## src/rtl/flex_sr_pkg.sv

```systemverilog
// flex_sr_pkg: shared types and helpers for the flex serial-to-parallel framer.
package flex_sr_pkg;

  // Framer FSM: STP_PARITY is only reachable when FLEX_STP_PARITY_EN is defined.
  typedef enum logic {
    STP_DATA   = 1'b0,
    STP_PARITY = 1'b1
  } stp_state_t;

  // Width of a counter that must reach n-1; never narrower than one bit.
  function automatic int cnt_width(input int n);
    return (n <= 2) ? 1 : $clog2(n);
  endfunction

endpackage

```

## src/rtl/flex_stp_framer_if.sv

```systemverilog
// flex_stp_framer_if: bit-side inputs and word-side handshake of the framer.
// master = bit source / word consumer side, slave = the framer itself.
interface flex_stp_framer_if #(
  parameter int NUM_BITS = 8
);
  logic                shift_enable;
  logic                serial_in;
  logic                clear;
  logic                data_ready;
  logic [NUM_BITS-1:0] data_out;
  logic                data_valid;
  logic                overrun_error;
  logic                parity_error;

  modport master (
    output shift_enable, serial_in, clear, data_ready,
    input  data_out, data_valid, overrun_error, parity_error
  );

  modport slave (
    input  shift_enable, serial_in, clear, data_ready,
    output data_out, data_valid, overrun_error, parity_error
  );
endinterface

```

## src/rtl/flex_counter.sv

```systemverilog
// flex_counter: wrapping up-counter with synchronous clear and a registered
// rollover_flag that is high while the count sits at rollover_val.
module flex_counter
  import flex_sr_pkg::*;
#(
  parameter int CNT_W = 3
) (
  input  logic             clk,
  input  logic             n_rst,
  input  logic             clear,
  input  logic             count_enable,
  input  logic [CNT_W-1:0] rollover_val,
  output logic             rollover_flag
);
  logic [CNT_W-1:0] count_q, count_d;
  logic             flag_q, flag_d;

  // Next count: clear wins, otherwise step and wrap at rollover_val.
  always_comb begin
    count_d = count_q;
    flag_d  = flag_q;
    if (clear) begin
      count_d = '0;
      flag_d  = 1'b0;
    end else if (count_enable) begin
      if (count_q == rollover_val) count_d = '0;
      else                         count_d = count_q + 1'b1;
      flag_d = (count_d == rollover_val);
    end
  end

  // Count and flag registers.
  always_ff @(posedge clk or negedge n_rst) begin
    if (!n_rst) begin
      count_q <= '0;
      flag_q  <= 1'b0;
    end else begin
      count_q <= count_d;
      flag_q  <= flag_d;
    end
  end

  assign rollover_flag = flag_q;
endmodule

```

## src/rtl/flex_stp_framer.sv

```systemverilog
// flex_stp_framer: serial-to-parallel deserializer with word framing,
// valid/ready holding register, sticky overrun and optional even parity.
// Optional feature macro: FLEX_STP_PARITY_EN (adds a parity bit per word).
module flex_stp_framer
  import flex_sr_pkg::*;
#(
  parameter int NUM_BITS  = 8,
  parameter int SHIFT_MSB = 1
) (
  input  logic              clk,
  input  logic              n_rst,
  flex_stp_framer_if.slave  bus
);
  localparam int                  CNT_W    = cnt_width(NUM_BITS);
  localparam logic [CNT_W-1:0]    LAST_BIT = CNT_W'(NUM_BITS - 1);
  localparam logic [NUM_BITS-1:0] ALL_ONES = '1;

  stp_state_t          state_q, state_d;
  logic [NUM_BITS-1:0] sr_q, sr_d;
  logic [NUM_BITS-1:0] data_out_q, data_out_d;
  logic [NUM_BITS-1:0] shifted;
  logic                data_valid_q, data_valid_d;
  logic                overrun_q, overrun_d;
  logic                rollover_flag;
  logic                count_en;
  logic                word_done;
`ifdef FLEX_STP_PARITY_EN
  logic                parity_q, parity_d;
`endif

  // Bits are only counted while collecting data, never for the parity bit.
  assign count_en = bus.shift_enable & (state_q == STP_DATA);

  flex_counter #(.CNT_W(CNT_W)) u_bit_counter (
    .clk          (clk),
    .n_rst        (n_rst),
    .clear        (bus.clear),
    .count_enable (count_en),
    .rollover_val (LAST_BIT),
    .rollover_flag(rollover_flag)
  );

  // Shift direction is fixed at elaboration.
  generate
    if (SHIFT_MSB != 0) begin : g_shift_msb
      assign shifted = {sr_q[NUM_BITS-2:0], bus.serial_in};
    end else begin : g_shift_lsb
      assign shifted = {bus.serial_in, sr_q[NUM_BITS-1:1]};
    end
  endgenerate

  // Next-state: shifting, word publication, handshake and error flags.
  always_comb begin
    word_done    = 1'b0;
    state_d      = state_q;
    sr_d         = sr_q;
    data_out_d   = data_out_q;
    data_valid_d = data_valid_q;
    overrun_d    = overrun_q;
`ifdef FLEX_STP_PARITY_EN
    parity_d     = parity_q;
`endif
    if (bus.clear) begin
      state_d      = STP_DATA;
      sr_d         = ALL_ONES;
      data_valid_d = 1'b0;
      overrun_d    = 1'b0;
`ifdef FLEX_STP_PARITY_EN
      parity_d     = 1'b0;
`endif
    end else begin
      if (bus.shift_enable) begin
        if (state_q == STP_DATA) begin
          sr_d = shifted;
          if (rollover_flag) begin
`ifdef FLEX_STP_PARITY_EN
            state_d = STP_PARITY;
`else
            word_done  = 1'b1;
            data_out_d = shifted;
`endif
          end
        end
`ifdef FLEX_STP_PARITY_EN
        else begin
          // Parity bit: publish the word already held, do not shift.
          word_done  = 1'b1;
          data_out_d = sr_q;
          parity_d   = (^sr_q) ^ bus.serial_in;
          state_d    = STP_DATA;
        end
`endif
      end
      // A new word keeps valid high even if the old one is accepted now.
      if (word_done) begin
        data_valid_d = 1'b1;
        if (data_valid_q & ~bus.data_ready) overrun_d = 1'b1;
      end else if (data_valid_q & bus.data_ready) begin
        data_valid_d = 1'b0;
      end
    end
  end

  // State registers with asynchronous reset.
  always_ff @(posedge clk or negedge n_rst) begin
    if (!n_rst) begin
      state_q      <= STP_DATA;
      sr_q         <= ALL_ONES;
      data_out_q   <= ALL_ONES;
      data_valid_q <= 1'b0;
      overrun_q    <= 1'b0;
`ifdef FLEX_STP_PARITY_EN
      parity_q     <= 1'b0;
`endif
    end else begin
      state_q      <= state_d;
      sr_q         <= sr_d;
      data_out_q   <= data_out_d;
      data_valid_q <= data_valid_d;
      overrun_q    <= overrun_d;
`ifdef FLEX_STP_PARITY_EN
      parity_q     <= parity_d;
`endif
    end
  end

  assign bus.data_out      = data_out_q;
  assign bus.data_valid    = data_valid_q;
  assign bus.overrun_error = overrun_q;
`ifdef FLEX_STP_PARITY_EN
  assign bus.parity_error  = parity_q;
`else
  assign bus.parity_error  = 1'b0;
`endif
endmodule

```

## src/flat_wrapper.sv

```systemverilog
// flat-port wrapper written by rule: the top's interface ports become plain ports
module flex_stp_framer_flat import flex_sr_pkg::*;
#(
  parameter int NUM_BITS  = 8,
  parameter int SHIFT_MSB = 1
)
  (clk, n_rst, bus_shift_enable, bus_serial_in, bus_clear, bus_data_ready, bus_data_out, bus_data_valid, bus_overrun_error, bus_parity_error);
  flex_stp_framer_if #(.NUM_BITS(NUM_BITS)) bus_i ();
  input  logic clk;
  input  logic n_rst;
  input wire logic [$bits(bus_i.shift_enable)-1:0] bus_shift_enable;
  input wire logic [$bits(bus_i.serial_in)-1:0] bus_serial_in;
  input wire logic [$bits(bus_i.clear)-1:0] bus_clear;
  input wire logic [$bits(bus_i.data_ready)-1:0] bus_data_ready;
  output wire logic [$bits(bus_i.data_out)-1:0] bus_data_out;
  output wire logic [$bits(bus_i.data_valid)-1:0] bus_data_valid;
  output wire logic [$bits(bus_i.overrun_error)-1:0] bus_overrun_error;
  output wire logic [$bits(bus_i.parity_error)-1:0] bus_parity_error;
  assign bus_i.shift_enable = bus_shift_enable;
  assign bus_i.serial_in = bus_serial_in;
  assign bus_i.clear = bus_clear;
  assign bus_i.data_ready = bus_data_ready;
  assign bus_data_out = bus_i.data_out;
  assign bus_data_valid = bus_i.data_valid;
  assign bus_overrun_error = bus_i.overrun_error;
  assign bus_parity_error = bus_i.parity_error;
  flex_stp_framer #(.NUM_BITS(NUM_BITS), .SHIFT_MSB(SHIFT_MSB)) u_core (.clk(clk), .n_rst(n_rst), .bus(bus_i));
endmodule
```

## config.mk

```make
export PLATFORM = sky130hd
export DESIGN_NAME = flex_stp_framer_flat
export DESIGN_NICKNAME = d
export VERILOG_FILES = /design/src/rtl/flex_sr_pkg.sv /design/src/rtl/flex_stp_framer_if.sv /design/src/rtl/flex_counter.sv /design/src/rtl/flex_stp_framer.sv /design/src/flat_wrapper.sv
export SDC_FILE = /design/constraint.sdc
export NUM_CORES = 1
export LEC_CHECK = 0
export BUFFER_PORTS_ARGS = -buffer_cell sky130_fd_sc_hd__buf_2
export CORE_UTILIZATION = 40
export DETAILED_ROUTE_END_ITERATION = 10
export HOLD_SLACK_MARGIN = 0.06
export MAX_ROUTING_LAYER = met4
export PLACE_DENSITY = 0.7
export SETUP_SLACK_MARGIN = 0.1
export SLEW_MARGIN = 5
export SYNTH_ARGS = -nofsm -noshare
export SYNTH_HDL_FRONTEND = slang
export SYNTH_SLANG_ARGS = --single-unit
```

## constraint.sdc

```tcl
create_clock -name clk -period 3.6 [get_ports clk]
set_clock_uncertainty 0.05 [all_clocks]
set_input_delay 0.36 -clock clk [delete_from_list [all_inputs] [get_ports clk]]
set_output_delay 0.36 -clock clk [all_outputs]
set_load 0.05 [all_outputs]
```

==> run_results.csv, run 1 <==
group,metric,value,unit
global_routing,grtUsageMet2,0.2018,
critical_path,path_cells,"buf_2",
critical_path,critical_path_required,3.19,ns
timing,period_minus_slack,1.509,ns
synth,ys_ff_latch,21,
clock_network,cts_buffers,3,
placement,port_buffers,15,
synth,ys_seq_area_frac,0.5664,
floorplan,die_h,51.02,µm
clock_network,clk_pin_slew,0.12,ns
timing,setup_viol,0,
global_routing,track_usage,0.1341,
synth,syn_inst,70,
layout,n_antenna_cell,0,
global_routing,grt_overflow_total,0,
clock_network,post_cts_buffers,0,
critical_path,path_class,"reg2out",
synth,yosysUniqueCellTypes,23,
route,finalWirelength,1442,µm
route,drtPass1Iterations,2,
clock_network,cts_max_path_buffers,2,
placement,gp_congestion,0.6668,
critical_path,cp.arrival,1.10,ns
global_routing,antenna_found_initial,0,
timing,fin_crit_sh,0.4192,
route,postRouteAntennaNets,0,
global_routing,use_met3,0.01786,
timing,hold_viol,0,
critical_path,crit_path_start_kind,"flop",
synth,synth_edf_count,0,
floorplan,initial_core_util,0.4303,
clock_network,insertion_delay,0.30,ns
worst_hold_path,min_path_type,"in2reg",
power_and_ir_drop,power.leakage,0.0005260,µW
route,wire_per_inst,12.65,µm
floorplan,core_area,2233,µm²
synth,syn_nets,79,
synth,avgSynthCellArea,13.73,µm²
outcome,status,"complete, no violations",
power_and_ir_drop,ir_drop,0.2902,mV
layout,area_growth,10.94,%
route,drc_errors,0,
critical_path,critical-path-max-stage-delay,0.55,ns
clock_network,cts_root_buf,"clkbuf_4",
timing,finalMaxSlewViolations,0,
synth,synth_most_common_cell,"dfstp_2",
global_routing,grt_use_met1,0.1708,
route,vias_per_cell,4.939,
synth,synth_ff_type,"dfstp_2",
critical_path,end_kind,"output pin",
critical_path,path_delay_family,"flip-flops",
floorplan,die_x,51.02,µm
global_routing,grt_max_degree,25,
synth,netlist_area,960.9,µm²
synth,synth_top_area_cell,"dfstp_2",
synth,yosys-top-cells-area,"dfstp_2 41%, dfrtp_1 16%, mux2_2 9.4%, a211o_1 6.4%, ha_1 3.9%",
floorplan,io_pins,17,
floorplan,die_area,2603,µm²
synth,ys_top_cells_by_count,"15 x dfstp_2, 8 x mux2_2, 7 x a211o_1",
clock_network,htree_num_levels,1,
critical_path,timing.critical_path.buf_inv,1,
global_routing,grt_pass1_vias,528,
timing,setup-tns-final,0,ns
synth,ys.warnings.count,0,
layout,drive_gt1_frac,0.5233,
route,drtIter0Drc,2,
global_routing,top_usage_layer,"met2",
timing,rsz0062_at_grt,"no",
clock_network,cts_hold_buffers,1,
clock_network,cts_tree,"done",
global_routing,grt_pass1_wl,2456,µm
placement,dp_slack,2.197,ns
flow_run,cap_violations,0,
critical_path,crit_slowest_cell,"dfstp_2",
timing,fin_ws,2.091,ns
route,num_vias,563,
critical_path,path_max_fanout,2,
clock_network,clkSinkCount,21,
placement,dp_hpwl,965.6,µm
timing,fmaxAchievable,0.6627,GHz
synth,synth_top_area_share,0.4102,
power_and_ir_drop,powerDensity,381.1,nW/µm²
layout,nets,96,
floorplan,row_count,17,
synth,async_reset_ff_frac,1.000,
clock_network,cts.repair.resized,0,
==> power breakdown <==
part	leakage (µW)	internal (µW)	switching, µW
clock network	0.0000177	41.4	69.0
registers	0.000239	250	5.38
logic	0.000270	15.6	25.2
==> final cells by class <==
type	count	area [µm²]
clock buffer	3	22.52
clock inverter	1	5.005
fill	217	1167
inverter	2	7.507
multi-input combinational	43	366.6
sequential	21	544.3
tap	28	35.03
timing repair buffer	16	85.08
==> through the flow <==
step                hold WS [ns]    util  cell area, µm²  total power (µW)  instances
global route              0.2531  0.4773            1066             428.5        114
finish                    0.2495  0.4773            1066             406.2        114
floorplan                0.01441       -           960.9             289.9         70
CTS                       0.2354  0.4773            1066             415.1        114
global placement          0.2861  0.4605            1028             298.5        109
detailed placement        0.2892  0.4605            1028             299.7        109
==> cells in the final DEF (no fill, tap or decap) <==
master,count
nand4b_2,1
or3b_1,1
nor2b_1,4
dfrtp_1,6
nand2b_1,5
clkinv_2,1
nand3_1,1
nor2_1,1
nand2_1,1
conb_1,1
dfstp_2,15
buf_2,15
inv_1,2
a21oi_2,1
nand3b_4,1
mux2_2,8
mux2i_1,1
and2b_1,3
clkbuf_4,3
dlygate4sd3_1,1
ha_1,3
a211o_1,7
a21oi_1,4
==> flip-flops by register name (all words and copies together), names as in the netlist <==
register                            cells
u_core.bus.data_out                     8
u_core.sr_q                             7
u_core.bus.overrun_error                1
u_core.bus.data_valid                   1
u_core.u_bit_counter.rollover_flag      1
u_core.u_bit_counter.count_q            3
==> cells by family after synthesis <==
kind of cell               after synthesis  synth area share
other                                    1          0.003903
AOI/OAI and AO/OA                       12           0.09375
buffers and inverters                    6           0.05209
muxes                                    9            0.1042
adders and majority gates                3           0.03907
and+or+nand+nor                         18            0.1406
DFF                                     21            0.5664
==> path summary, 6_finish.rpt <==
| path | startpoint | endpoint | slack [ns] | cells after the start |
|---|---|---|---|---|
| worst max-delay path | u_core.bus.data_out[3] | bus_data_out[3] | 2.09 | 1 |
| worst min-delay path | bus_serial_in | u_core.sr_q[0] | 0.25 | 2 |
| worst max register to register | u_core.u_bit_counter.count_q[0] | u_core.u_bit_counter.count_q[0] | 2.18 | 4 |
| worst min register to register | u_core.bus.overrun_error | u_core.bus.overrun_error | 0.47 | 2 |
| max in group asynchronous | n_rst | u_core.bus.data_out[0] | 2.68 | 2 |
| min in group asynchronous | n_rst | u_core.u_bit_counter.count_q[1] | 0.48 | 2 |
==> metal layers <==
layer  part of all wire  vias to the layer above
met5                  0                        -
met4             0.0083                        0
met3              0.031                        2
met2               0.52                        9
met1               0.44                      283
li1                   -                      269
No activity file was read; power rests on OpenSTA's default activity.
==> inputs of run 2 (changes only) <==
- PLACE_DENSITY: 0.7 -> 0.73
- clock period: 3.6 -> 1.3 ns (I/O delays scaled with it)
==> run 2 against run 1 <==
  * The run now ends with setup timing left
  * Non-clock buffer count rose by 7
  * Cell count rose by 6.1%
  * Routed wire length grew 8.5%
  * Via count rose by 5.7%
  * Sequential power rose to 2.8 times the previous value
  * Global-route usage increased by 1.3 points
  * Sequential share of layout area is 7.9 points lower
  * Largest cell class unchanged
  * Largest power group unchanged
==> run_results.csv, run 2 (synthesis gave the netlist of run 1 again) <==
group,metric,value,unit
layout,seq_area,544.3,µm²
worst_hold_path,min_path_type,"in2reg",
critical_path,path_cells,"ha_2, ha_4, or3b_4, a21oi_2",
global_routing,antenna_found_initial,0,
placement,dp_cells,113,
power_and_ir_drop,power.internal,892.0,µW
route,drtIter0Drc,3,
power_and_ir_drop,pwr-share-clk,0.259,
critical_path,cp.arrival,1.51,ns
clock_network,htree_num_levels,1,
power_and_ir_drop,powerDensity,933.6,nW/µm²
clock_network,cts_max_path_buffers,2,
outcome,violations,"setup timing",
power_and_ir_drop,ir_drop,0.7947,mV
critical_path,critical-path-max-stage-delay,0.40,ns
power_and_ir_drop,switching_share,0.2432,
power_and_ir_drop,power.leakage,0.0005738,µW
timing,period_minus_slack,1.325,ns
layout,final_common_cell,"dfstp_2",
timing,fin_crit_sh,1.019,
route,drtPass1Iterations,4,
clock_network,cts_root_buf,"clkbuf_4",
outcome,status,"complete, but fails checks",
clock_network,insertion_delay,0.30,ns
timing,setup-tns-final,-0.02510,ns
clock_network,clk_pin_slew,0.11,ns
global_routing,grt_pass1_wl,2684,µm
critical_path,path_class,"reg2reg",
placement,port_buffers,15,
global_routing,grt_overflow_total,0,
critical_path,crit_path_start_kind,"flop",
layout,largest_reg_flops,8,
critical_path,reg2reg_slack,-0.03,ns
clock_network,cts_buffers,3,
global_routing,grt_max_degree,22,
route,wire_per_inst,12.93,µm
timing,fmaxAchievable,0.7547,GHz
timing,fin_ws,-0.02510,ns
timing,setup_viol,1,
global_routing,track_usage,0.1466,
power_and_ir_drop,pwr-share-seq,0.600,
critical_path,startpoint,"u_core.u_bit_counter.count_q[0]",
critical_path,path_max_fanout,2,
critical_path,end_kind,"flop",
floorplan,die_x,51.02,µm
flow_run,cap_violations,0,
layout,area_growth,31.38,%
layout,n_antenna_cell,0,
layout,n_fill_cell,195,
critical_path,crit_slowest_cell,"dfrtp_1",
placement,dp_hpwl,1048,µm
critical_path,reg2reg_from,"u_core.u_bit_counter.count_q[0]",
critical_path,r2r-end,"u_core.u_bit_counter.count_q[0]",
route,num_vias,595,
placement,gp_congestion,0.6936,
floorplan,initial_core_util,0.4303,
critical_path,r2r_cells,4,
critical_path,critical_path_required,1.49,ns
layout,nets,103,
clock_network,cts_tree,"done",
layout,layout_common_cells,"15 x dfstp_2, 8 x mux2_2, 8 x buf_8, 7 x a211o_1, 7 x buf_2",
layout,instances_no_fill,121,
layout,multi_input_area,420.4,µm²
power_and_ir_drop,p_comb_frac,0.141,
floorplan,die_area,2603,µm²
power_and_ir_drop,p_sw,286.7,µW
critical_path,endpoint,"u_core.u_bit_counter.count_q[0]",
route,vias_per_cell,4.917,
floorplan,die_h,51.02,µm
timing,hold_viol,0,
layout,drive_gt1_frac,0.6344,
timing,holdWs,0.1459,ns
floorplan,core_area,2233,µm²
layout,postLayoutCoreUtil,0.5653,
route,postRouteAntennaNets,0,
timing,finalMaxSlewViolations,0,
floorplan,row_count,17,
route,drc_errors,0,
floorplan,io_pins,17,
global_routing,grt_pass1_vias,614,
timing,rsz0062_at_grt,"yes",
clock_network,clkSinkCount,21,
route,finalWirelength,1564,µm
[run 2: cell count changes in the layout (fill, tap and decap cells not counted), sizes merged]
cell / before / now
buf: 15 / 20
clkinv: 1 / 0
dlygate4sd3: 1 / 3
clkbuf: 3 / 4
[run 2: layer usage]
| layer | vias up | share of wire | wire length, µm | GRT usage |
|---|---|---|---|---|
| met5 | - | 0 | 0 | - |
| met4 | 0 | 0.026 | 41 | 0.08333 |
| met3 | 4 | 0.028 | 44 | 0.02679 |
| met2 | 12 | 0.47 | 736 | 0.2171 |
| met1 | 293 | 0.47 | 742 | 0.1879 |
| li1 | 286 | - | - | - |
[run 2: worst min path at each step]
| stage | start | cells past startpoint | endpoint | slack [ns] |
|---|---|---|---|---|
| floorplan | n_rst | 0 | u_core.bus.data_valid | -0.22 |
| global placement | n_rst | 1 | u_core.bus.data_valid | 0.05 |
| detailed placement | n_rst | 1 | u_core.bus.data_valid | 0.06 |
| CTS | bus_clear | 3 | u_core.bus.overrun_error | 0.13 |
| global route | bus_clear | 3 | u_core.u_bit_counter.count_q[0] | 0.15 |
| finish | bus_clear | 3 | u_core.u_bit_counter.rollover_flag | 0.15 |
[run 2: area by class of cell]
| type | instances | share of cell area |
|---|---|---|
| sequential | 21 | 0.4311 |
| multi-input combinational | 43 | 0.3330 |
| timing repair buffer | 23 | 0.1794 |
| tap | 28 | 0.02775 |
| clock buffer | 4 | 0.02081 |
| inverter | 2 | 0.007929 |
[run 2: critical path: cells and delay by family, from the launching register on]
family	cells	cell delay [ns]
AND/OR/NAND/NOR	1	0.36
adder cells (fa/ha/maj)	2	0.35
AO/OA/AOI/OAI	1	0.11
flip-flops	1	0.40
[run 2: power by group through the flow]
stage	Sequential, µW	Combinational [µW]	Clock, µW
final	707	166	305
after global routing	711	180	343
after CTS	707	141	316
after detailed placement	716	126	0
after global placement	715	122	0
after floorplan	731	72.5	0
[run 2: repair_timing]
action | in CTS | in global routing
setup buffers | 1 | 2
pin swaps | 2 | 3
gates resized for setup | 16 | 19
setup endpoints to repair | 12 | 12
endpoints found under the hold margin | 25 | 0
hold buffers | 3 | 0
[run 2: through the flow]
stage	power (µW)	area (µm²)	setup WS (ns)
after floorplan	803.1	965.9	0.009590
after global placement	837.0	1064	0.01229
final	1179	1262	-0.02510
after global routing	1234	1262	-0.04821
after detailed placement	841.8	1064	-0.02986
after CTS	1164	1177	-0.03649
